`src/rtl/red_pitaya_sort_pulser.sv`:
```
// Sort pulser: qualifies detector triggers and issues a delayed ASG strobe plus sort gate, then a hold-off.
// Defining SORT_PULSER_DROP_CNT_EN builds the saturating drop counter; otherwise drop_cnt_o is tied to 0.
module red_pitaya_sort_pulser #(
    parameter int CW = 32,
    parameter int QW = 16
) (
    input  logic          adc_clk_i,
    input  logic          adc_rst_i,
    input  logic          sort_trig_i,
    input  logic          enable_i,
    input  logic [QW-1:0] min_high_i,
    input  logic [CW-1:0] delay_i,
    input  logic [CW-1:0] width_i,
    input  logic [CW-1:0] holdoff_i,
    output logic          asg_trig_o,
    output logic          gate_o,
    output logic          busy_o,
    output logic [CW-1:0] sort_cnt_o,
    output logic [CW-1:0] drop_cnt_o
);

    typedef enum logic [2:0] {
        IDLE  = 3'd0,
        QUAL  = 3'd1,
        DELAY = 3'd2,
        PULSE = 3'd3,
        HOLD  = 3'd4
    } state_t;

    state_t        state_q, state_d;
    logic          trig_q, trig_qq, rise;
    logic [CW-1:0] cnt_q, cnt_d;
    logic [QW-1:0] qcnt_q, qcnt_d;
    logic [QW-1:0] m_q, m_d;
    logic [QW-1:0] m_eff;
    logic [CW-1:0] w_eff;
    logic          gate_d, asg_d, sort_inc, drop_inc;

    assign rise  = trig_q & ~trig_qq;
    assign m_eff = (min_high_i == '0) ? QW'(1) : min_high_i;
    assign w_eff = (width_i == '0) ? CW'(1) : width_i;

    // NOTE: every signal written here gets a default first, so no path can infer a latch.
    always_comb begin
        state_d  = state_q;
        cnt_d    = cnt_q;
        qcnt_d   = qcnt_q;
        m_d      = m_q;
        gate_d   = 1'b0;
        asg_d    = 1'b0;
        sort_inc = 1'b0;
        drop_inc = 1'b0;

        if (!enable_i) begin
            state_d = IDLE;
        end else begin
            unique case (state_q)
                IDLE: begin
                    if (rise) begin
                        m_d = m_eff;
                        if (m_eff == QW'(1)) begin
                            state_d = DELAY;
                            cnt_d   = delay_i;
                        end else begin
                            state_d = QUAL;
                            qcnt_d  = QW'(1);
                        end
                    end
                end
                QUAL: begin
                    if (trig_q) begin
                        qcnt_d = qcnt_q + QW'(1);
                        if (qcnt_q + QW'(1) == m_q) begin
                            state_d = DELAY;
                            cnt_d   = delay_i;
                        end
                    end else begin
                        state_d = IDLE;
                    end
                end
                DELAY: begin
                    drop_inc = rise;
                    if (cnt_q == '0) begin
                        state_d  = PULSE;
                        gate_d   = 1'b1;
                        asg_d    = 1'b1;
                        sort_inc = 1'b1;
                        cnt_d    = w_eff - CW'(1);
                    end else begin
                        cnt_d = cnt_q - CW'(1);
                    end
                end
                PULSE: begin
                    drop_inc = rise;
                    if (cnt_q == '0) begin
                        state_d = HOLD;
                        cnt_d   = holdoff_i;
                    end else begin
                        gate_d = 1'b1;
                        cnt_d  = cnt_q - CW'(1);
                    end
                end
                HOLD: begin
                    drop_inc = rise;
                    if (cnt_q == '0) state_d = IDLE;
                    else             cnt_d   = cnt_q - CW'(1);
                end
                default: state_d = IDLE;
            endcase
        end
    end

    // NOTE: sequential state uses non-blocking assignments so all registers update from pre-edge values.
    always_ff @(posedge adc_clk_i) begin
        if (adc_rst_i) begin
            state_q    <= IDLE;
            trig_q     <= 1'b0;
            trig_qq    <= 1'b0;
            cnt_q      <= '0;
            qcnt_q     <= '0;
            m_q        <= '0;
            gate_o     <= 1'b0;
            asg_trig_o <= 1'b0;
            busy_o     <= 1'b0;
            sort_cnt_o <= '0;
        end else begin
            state_q    <= state_d;
            trig_q     <= sort_trig_i;
            trig_qq    <= trig_q;
            cnt_q      <= cnt_d;
            qcnt_q     <= qcnt_d;
            m_q        <= m_d;
            gate_o     <= gate_d;
            asg_trig_o <= asg_d;
            busy_o     <= (state_d != IDLE);
            if (sort_inc) sort_cnt_o <= sort_cnt_o + CW'(1);
        end
    end

`ifdef SORT_PULSER_DROP_CNT_EN
    always_ff @(posedge adc_clk_i) begin
        if (adc_rst_i)                         drop_cnt_o <= '0;
        else if (drop_inc && drop_cnt_o != '1) drop_cnt_o <= drop_cnt_o + CW'(1);
    end
`else
    logic unused_drop_inc;
    assign unused_drop_inc = drop_inc;
    assign drop_cnt_o      = '0;
`endif

endmodule

```
`config.mk`:
```
export PLATFORM = sky130hd
export DESIGN_NAME = red_pitaya_sort_pulser
export DESIGN_NICKNAME = d
export VERILOG_FILES = /design/src/rtl/red_pitaya_sort_pulser.sv
export SDC_FILE = /design/constraint.sdc
export NUM_CORES = 1
export LEC_CHECK = 0
export CORE_MARGIN = 2
export CORE_UTILIZATION = 30
export CTS_BUF_LIST = sky130_fd_sc_hd__clkbuf_4 sky130_fd_sc_hd__clkbuf_8
export DETAILED_ROUTE_END_ITERATION = 10
export MAX_ROUTING_LAYER = met4
export PLACE_DENSITY = 0.65
export SETUP_SLACK_MARGIN = 0.02
export SYNTH_ARGS = -nofsm -noshare
export SYNTH_HDL_FRONTEND = slang
export SYNTH_SLANG_ARGS = --single-unit
```
`constraint.sdc`:
```
create_clock -name adc_clk_i -period 3.5 [get_ports adc_clk_i]
set_clock_uncertainty 0.05 [all_clocks]
set_input_delay 0.525 -clock adc_clk_i [delete_from_list [all_inputs] [get_ports adc_clk_i]]
set_output_delay 0.525 -clock adc_clk_i [all_outputs]
set_load 0.01 [all_outputs]
```
==> results of run 1 <==
-- per-layer routing --
layer  routed length, um  vias to the layer above
met5                   0                        -
met4                 557                        0
met3                1290                       37
met2               10600                      263
met1               10500                     3418
li1                    -                     3673
-- cells in the final DEF, fill, tap and decap left out, drive strengths merged, types with 29 or more instances in the layout --
cell and count:
buf 73, nor2 107, o21ai 47, dfxtp 104
conb 32, xor2 56, clkdlybuf4s50 149, nor3 41
nor4 29, nand2 95, xnor2 36, a21oi 61
nand3 38
-- cell type report --
type	instances	area, um^2
Clock buffer	9	124
Antenna cell	1	2.50
Fill cell	2419	14000
Tap cell	319	399
Timing Repair Buffer	222	2050
Sequential cell	104	2080
Inverter	14	52.6
Multi-Input combinational cell	753	4740
Clock inverter	7	70.1
-- worst reg2reg max path, delay by kind of cell, from the launching register on --
| family | cells | cell delay (ns) |
|---|---|---|
| AO/OA/AOI/OAI | 6 | 1.53 |
| adder cells (fa/ha/maj) | 1 | 0.23 |
| AND/OR/NAND/NOR | 2 | 0.68 |
| flip-flops | 1 | 0.45 |
-- power breakdown --
part           switching [uW]  total, uW  leakage [uW]  internal [uW]
Combinational             211        439       0.00250            229
Clock                     499        778      0.000100            279
Sequential               11.1       1200      0.000839           1190
-- cells in the mapped netlist (17+ instances only) --
cell,count
buf_4,34
or3_1,18
nand2_1,94
a21oi_1,57
nand3_1,37
clkbuf_1,29
nor4_1,21
dfxtp_1,104
a22oi_1,17
nor2_1,107
xnor2_1,36
xor2_1,56
nor3_1,38
o21ai_0,42
-- stage by stage --
step	cells	hold slack, ns	power [uW]	setup slack [ns]	cell area, um^2
5_1_grt	1429	0.461	2520	0.0264	9520
3_5_place_dp	1412	0.419	1670	-0.247	9310
6_report	1429	0.430	2420	0.241	9520
3_3_place_gp	1412	0.412	1670	-0.118	9310
4_1_cts	1428	0.434	2440	0.175	9500
2_1_floorplan	953	0.394	1450	0.389	7340
-- cells by family after synthesis --
family / synth area share (%)
compound gates: 21.0
buf+inv: 7.52
mux: 0.416
fa+ha+maj: 0.693
flops: 28.8
xor+xnor: 11.2
other cells: 0.0519
simple gates: 30.3
-- worst paths after layout --
kind / from / to / slack [ns] / cells past startpoint
hold / removal: trig_q / trig_qq / 0.43 / 1
setup reg to reg: qcnt_q[1] / cnt_q[6] / 0.47 / 9
hold reg to reg: trig_q / trig_qq / 0.43 / 1
setup / recovery: width_i[27] / cnt_q[8] / 0.24 / 14
-- timing repair --
action                                 in CTS  in global routing
hold buffers                                0                  0
setup endpoints to repair                   0                  4
resized for setup                           0                  2
endpoints found under the hold margin       0                  0
-- registers in the layout, indices dropped and copies added (netlist names) --
signal	flops
busy_o	1
trig_qq	1
trig_q	1
qcnt_q	16
sort_cnt_o	32
gate_o	1
m_q	16
cnt_q	32
asg_trig_o	1
state_q	3
==> impl_metrics.py, run 1 <==
metrics = {
    "outcome": {
        "status": "finished clean",
    },
    "power_and_ir_drop": {
        "p_leak_uw": 0.00344,
        "p_per_area_nw_per_um2": 254,
        "ir_drop_v": 0.000168,
    },
    "clocking": {
        "insertion_delay_ns": 0.40,
        "cts-root-buf": "clkbuf_8",
        "cts_made_buffers": 9,
        "clock-sinks": 104,
        "post_cts_buffers": 0,
        "clk_pin_slew_worst_paths_ns": 0.11,
        "cts_tree": "built",
        "cts-htree-levels": 3,
        "cts_max_path_buffers": 2,
    },
    "route": {
        "via_per_inst": 5.17,
        "avgRoutedWirePerCell_um": 16.1,
        "drt_iter0_markers": 549,
        "wl_um": 23000,
        "num_vias": 7391,
        "drtAntennaViolNets": 0,
        "drtPass1Iterations": 8,
        "route.detailed.drc": 0,
    },
    "synthesis": {
        "yosys.area.top_type": "dfxtp_1",
        "yosysSeqAreaShare_pct": 28.8,
        "ys_top_cells_by_area": "dfxtp_1 (29%), xor2_1 (6.8%), nor2_1 (5.6%)",
        "synth_area_um2": 7220,
        "synth_flop_cell": "dfxtp_1",
        "yosysWarnings": 0,
        "syn_avg_cell_area_um2": 7.84,
        "ys_seq_elements": 104,
        "synth_edf_count": 0,
        "yosysUniqueCellTypes": 88,
        "synthArstFlopShare_pct": 0,
        "syn_inst": 922,
        "synth_top_area_share_pct": 28.8,
    },
    "global_routing": {
        "grt_pass1_wl_um": 36800,
        "grt.busiest_layer": "met2",
        "grt-ovfl-total": 0,
        "antenna_found_initial": 1,
        "met2_usage_pct": 29.3,
        "use_met1_pct": 23.8,
        "track_usage_pct": 18.2,
        "grt_util_met3_pct": 2.42,
        "grt_pass1_vias": 6976,
        "grt_max_degree": 65,
    },
    "sta": {
        "worst_pin_slew_ns": 0.894,
        "final_hold_viol_count": 0,
        "drv_slew": 0,
        "period_needed_ns": 3.26,
        "slew_headroom_pct": 40.4,
        "setup_viol": 0,
        "grt_setup_unrepaired": "false",
        "setup_tns_ns": 0,
        "fin_crit_sh_pct": 93.1,
        "max_freq_ghz": 0.307,
    },
    "finish": {
        "finalNetCount": 1224,
        "area.growth.synth_to_final_pct": 31.7,
        "postLayoutCoreUtil_pct": 40.4,
        "drive_above_1_share_pct": 12.1,
    },
    "die": {
        "num_rows": 56,
        "die_w_um": 159,
        "start_util_pct": 30.7,
        "core-area_um2": 23500,
        "die-area_um2": 25300,
        "die_h_um": 159,
        "io_pins": 183,
    },
    "setup_path": {
        "slowest_stage": "or4_1",
        "worstPathMaxFanout": 3,
        "slowest_delay_ns": 0.61,
        "critical_path.top_delay_family": "simple AND/OR/NAND/NOR gates",
        "crit_chain": "clkdlybuf4s50_1, or4_1, nor4b_4, and2_1, a21oi_1, ha_1, nor3b_1, buf_4, nand2_1, nor2_1, xnor2_1, o22ai_1, a221oi_1, a211oi_1",
        "timing.critical_path.required_ns": 3.71,
        "cp_num_buf_inv": 2,
        "path_class": "in -> reg",
        "end_kind": "flip-flop",
        "cp.arrival_ns": 3.47,
        "worstSetupStartpointType": "input pin",
    },
    "place": {
        "place_congestion": 0.898,
        "io_buffers": 150,
        "post-dp-hpwl_um": 17500,
    },
    "job": {
        "max_cap_violations": 0,
    },
    "min_path": {
        "hp-class": "reg -> reg",
    },
}
No activity file was read; power rests on OpenSTA's default activity.
==> run 2: changes to the inputs <==
- DONT_BUFFER_PORTS: default -> 1
- MAX_ROUTING_LAYER: met4 -> default
- PLACE_DENSITY: 0.65 -> 0.56
==> impl_metrics.py, run 2 (synthesis results as in run 1) <==
metrics = {
    "global_routing": {
        "grt.busiest_layer": "met2",
        "met2_usage_pct": 28.2,
        "grt_pass1_wl_um": 36300,
        "track_usage_pct": 17.7,
        "use_met1_pct": 23.9,
        "antenna_found_initial": 0,
        "grt_pass1_vias": 6457,
        "grt-ovfl-total": 0,
        "grt_max_degree": 97,
        "grt_util_met3_pct": 4.48,
    },
    "finish": {
        "postLayoutCoreUtil_pct": 32.3,
        "drive_above_1_share_pct": 8.72,
        "reg_top3": "cnt_q (32), sort_cnt_o (32)",
        "n_fill_cell": 2586,
        "n_antenna_cell": 0,
        "area.growth.synth_to_final_pct": 5.13,
        "regArea_um2": 2080,
        "finalNetCount": 1022,
        "multi_input_area_um2": 4720,
        "final_cell_mix": "nor2_1 (107), dfxtp_1 (104), nand2_1 (94), a21oi_1 (57), xor2_1 (56)",
        "layout_commonest_cell": "nor2_1",
    },
    "clocking": {
        "cts_tree": "built",
        "post_cts_resized": 0,
        "clk_pin_slew_worst_paths_ns": 0.12,
        "cts-htree-levels": 3,
        "cts-root-buf": "clkbuf_8",
        "post_cts_buffers": 0,
        "cts_max_path_buffers": 2,
        "cts_made_buffers": 9,
        "cts_hold_buf": 0,
        "clock-sinks": 104,
        "insertion_delay_ns": 0.39,
    },
    "sta": {
        "grt_setup_unrepaired": "false",
        "fin_crit_sh_pct": 86.8,
        "final_hold_viol_count": 0,
        "slew_headroom_pct": 39.1,
        "worst_pin_slew_ns": 0.914,
        "setup_tns_ns": 0,
        "whs_ns": 0.144,
        "period_needed_ns": 3.04,
        "setup_viol": 0,
        "drv_slew": 0,
        "max_freq_ghz": 0.329,
    },
    "route": {
        "drtAntennaViolNets": 0,
        "via_per_inst": 5.40,
        "num_vias": 6611,
        "drt_iter0_markers": 452,
        "avgRoutedWirePerCell_um": 18.4,
        "drtPass1Iterations": 5,
        "route.detailed.drc": 0,
        "wl_um": 22500,
    },
    "setup_path": {
        "worstSetupStartpointType": "flip-flop",
        "cp.arrival_ns": 3.27,
        "timing.critical_path.required_ns": 3.74,
        "path_class": "reg -> reg",
        "slowest_stage": "nor4_1",
        "crit_chain": "nor4_1, nor2b_1, nand4_2, o21ai_2, buf_4, o22ai_1, a221oi_1, a211oi_1",
        "slowest_delay_ns": 0.54,
        "end_kind": "flip-flop",
        "worstPathMaxFanout": 9,
    },
    "outcome": {
        "status": "finished clean",
    },
    "power_and_ir_drop": {
        "p_leak_uw": 0.00260,
        "ir_drop_v": 0.000140,
        "total_power_uw": 2170,
        "p_per_area_nw_per_um2": 286,
    },
    "min_path": {
        "hp-class": "in -> reg",
    },
    "die": {
        "die-area_um2": 25300,
        "start_util_pct": 30.7,
        "io_pins": 183,
        "core-area_um2": 23500,
        "die_h_um": 159,
        "die_w_um": 159,
        "num_rows": 56,
    },
    "job": {
        "max_cap_violations": 0,
    },
    "place": {
        "place_congestion": 0.859,
        "post-dp-hpwl_um": 16700,
        "io_buffers": 0,
    },
}
-- run 2: final timing paths --
| check | cells past startpoint | slack, ns | start | end |
|---|---|---|---|---|
| min | 1 | 0.14 | adc_rst_i | sort_cnt_o[31] |
| max reg2reg | 8 | 0.46 | cnt_q[24] | cnt_q[8] |
| min reg2reg | 2 | 0.43 | m_q[14] | m_q[14] |
| max | 8 | 0.46 | cnt_q[24] | cnt_q[8] |
-- run 2: final cells by class --
type / count / share of cell area, %
clock buffers: 9 / 1.63
clock inverters: 6 / 0.692
inverters: 14 / 0.692
multi-input cells: 753 / 62.2
flip-flops and latches: 104 / 27.4
well taps: 319 / 5.26
repair buffers: 20 / 2.14
-- run 2: critical path: cells and delay by family (launching register included) --
| family | cells | cell delay, ns |
|---|---|---|
| AOI/OAI and AO/OA | 4 | 0.96 |
| buffers and inverters | 1 | 0.26 |
| DFF | 1 | 0.37 |
| and+or+nand+nor | 3 | 1.31 |
-- run 2: power by group --
group	switching (uW)	internal, uW
Combinational	143	89.3
Clock	468	268
Sequential	10.7	1190
Total	622	1550
-- run 2: metrics by stage --
stage	instance area, um^2	cells	setup WS [ns]
2_1_floorplan	7340	953	0.389
5_1_grt	7590	1225	0.187
3_3_place_gp	7420	1210	0.187
4_1_cts	7590	1225	0.464
6_report	7590	1225	0.461
3_5_place_dp	7420	1210	0.0265
-- run 2: layer usage --
layer,vias up,share of wire (%)
li1,3244,-
met1,3132,46
met2,216,46
met3,19,6.6
met4,0,1.6
met5,-,0
==> run 3: changes to the inputs <==
- CTS_CLUSTER_SIZE: default -> 8
- GPL_TIMING_DRIVEN: default -> 0
- TNS_END_PERCENT: default -> 20
==> impl_metrics.py, run 3 (synthesis results as in run 1) <==
metrics = {
    "finish": {
        "layout_commonest_cell": "nor2_1",
        "final_cell_mix": "nor2_1 (107), dfxtp_1 (104), nand2_1 (94), a21oi_1 (57), xor2_1 (56)",
        "regArea_um2": 2080,
        "multi_input_area_um2": 4760,
        "drive_above_1_share_pct": 12.2,
        "reg_top3": "cnt_q (32), sort_cnt_o (32)",
        "n_fill_cell": 2571,
        "finalNetCount": 1084,
        "stdcell_count": 1290,
        "area.growth.synth_to_final_pct": 11.0,
    },
    "die": {
        "start_util_pct": 30.7,
        "die-area_um2": 25300,
        "die_w_um": 159,
        "die_h_um": 159,
        "num_rows": 56,
        "io_pins": 183,
        "core-area_um2": 23500,
    },
    "clocking": {
        "cts_tree": "built",
        "cts-htree-levels": 3,
        "insertion_delay_ns": 0.42,
        "cts_max_path_buffers": 2,
        "cts_made_buffers": 9,
        "post_cts_buffers": 0,
        "clk_pin_slew_worst_paths_ns": 0.12,
        "clock-sinks": 104,
        "cts_hold_buf": 0,
        "cts-root-buf": "clkbuf_8",
    },
    "place": {
        "post-dp-hpwl_um": 19200,
        "io_buffers": 0,
        "place_inst": 1272,
        "place_congestion": 0.912,
    },
    "sta": {
        "drv_slew": 0,
        "setup_viol": 0,
        "worst_pin_slew_ns": 0.951,
        "grt_setup_unrepaired": "false",
        "period_needed_ns": 3.35,
        "final_hold_viol_count": 0,
        "fin_crit_sh_pct": 95.6,
        "max_freq_ghz": 0.299,
        "slew_headroom_pct": 36.4,
    },
    "route": {
        "drtAntennaViolNets": 0,
        "wl_um": 24900,
        "avgRoutedWirePerCell_um": 19.3,
        "num_vias": 6942,
        "via_per_inst": 5.38,
        "route.detailed.drc": 0,
        "drt_iter0_markers": 558,
        "drtPass1Iterations": 5,
    },
    "power_and_ir_drop": {
        "p_leak_uw": 0.00287,
        "p_per_area_nw_per_um2": 296,
        "ir_drop_v": 0.000175,
        "total_power_uw": 2370,
    },
    "global_routing": {
        "antenna_found_initial": 1,
        "track_usage_pct": 19.4,
        "grt_pass1_vias": 6580,
        "grt_max_degree": 21,
        "grt-ovfl-total": 0,
        "grt_pass1_wl_um": 38400,
    },
    "outcome": {
        "status": "finished clean",
    },
    "setup_path": {
        "cp.arrival_ns": 3.63,
        "path_class": "reg -> reg",
        "worstSetupStartpointType": "flip-flop",
        "timing.critical_path.required_ns": 3.78,
        "end_kind": "flip-flop",
        "worstPathMaxFanout": 9,
    },
    "min_path": {
        "hp-class": "in -> reg",
    },
    "job": {
        "max_cap_violations": 0,
    },
}
[run 3: cell count changes in the layout (fill, tap and decap cells not counted), sizes merged]
cell | previous run | this run
inv | 16 | 13
clkbuf | 9 | 39
bufinv | 0 | 1
clkinvlp | 1 | 0
clkinv | 3 | 7
buf | 20 | 52
diode | 0 | 2
[run 3: critical path: stages, from the launching register on]
cell,delay [ns]
dfxtp_1,0.38
nor4_1,0.55
nor2b_1,0.37
nand4_2,0.32
nor2_1,0.82
a32oi_1,0.30
o21ai_1,0.16
a21oi_1,0.07
a211oi_2,0.25
[run 3: final timing paths]
kind	start	endpoint	slack [ns]	cells past startpoint
worst min-delay path	min_high_i[6]	m_q[6]	0.19	2
worst max register to register	cnt_q[24]	cnt_q[23]	0.15	8
worst min register to register	m_q[15]	m_q[15]	0.43	2
worst max-delay path	cnt_q[24]	cnt_q[23]	0.15	8
[run 3: layout make-up]
type | count | share of cell area [%]
clock inverter | 7 | 1.31
sequential | 104 | 26.0
multi-input combinational | 753 | 59.4
buffer | 82 | 6.12
antenna | 2 | 0.0624
tap | 319 | 4.98
clock buffer | 9 | 1.54
inverter | 14 | 0.655
[run 3: repair_timing]
action	CTS	global route
endpoints found under the hold margin	0	0
endpoints found under the setup margin	1	11
pin swaps	0	1
resized for setup	1	6
[run 3: per-stage QoR]
| stage | cell area, um^2 | hold slack [ns] | util [%] | TNS [ns] | setup slack (ns) |
|---|---|---|---|---|---|
| after floorplan | 7340 | 0.394 | - | 0 | 0.389 |
| after global routing | 8010 | 0.174 | 34.0 | 0 | 0.0467 |
| after detailed placement | 7740 | 0.415 | 32.9 | -1.68 | -0.423 |
| final | 8020 | 0.186 | 34.1 | 0 | 0.154 |
| after global placement | 7740 | 0.411 | 32.9 | -1.53 | -0.428 |
| after CTS | 7980 | 0.180 | 33.9 | 0 | 0.121 |
[run 3: metal layers]
| layer | routed length (um) | GRT usage (%) | share of wire, % |
|---|---|---|---|
| met5 | 0 | 0 | 0 |
| met4 | 591 | 7.44 | 2.4 |
| met3 | 2340 | 6.02 | 9.4 |
| met2 | 11000 | 30.1 | 44 |
| met1 | 11000 | 25.1 | 44 |
[run 3: power by group]
group	internal [uW]	switching (uW)	total, uW
combinational	113	179	292
clock	353	525	878
sequential	1190	10.8	1200
total	1660	714	2370
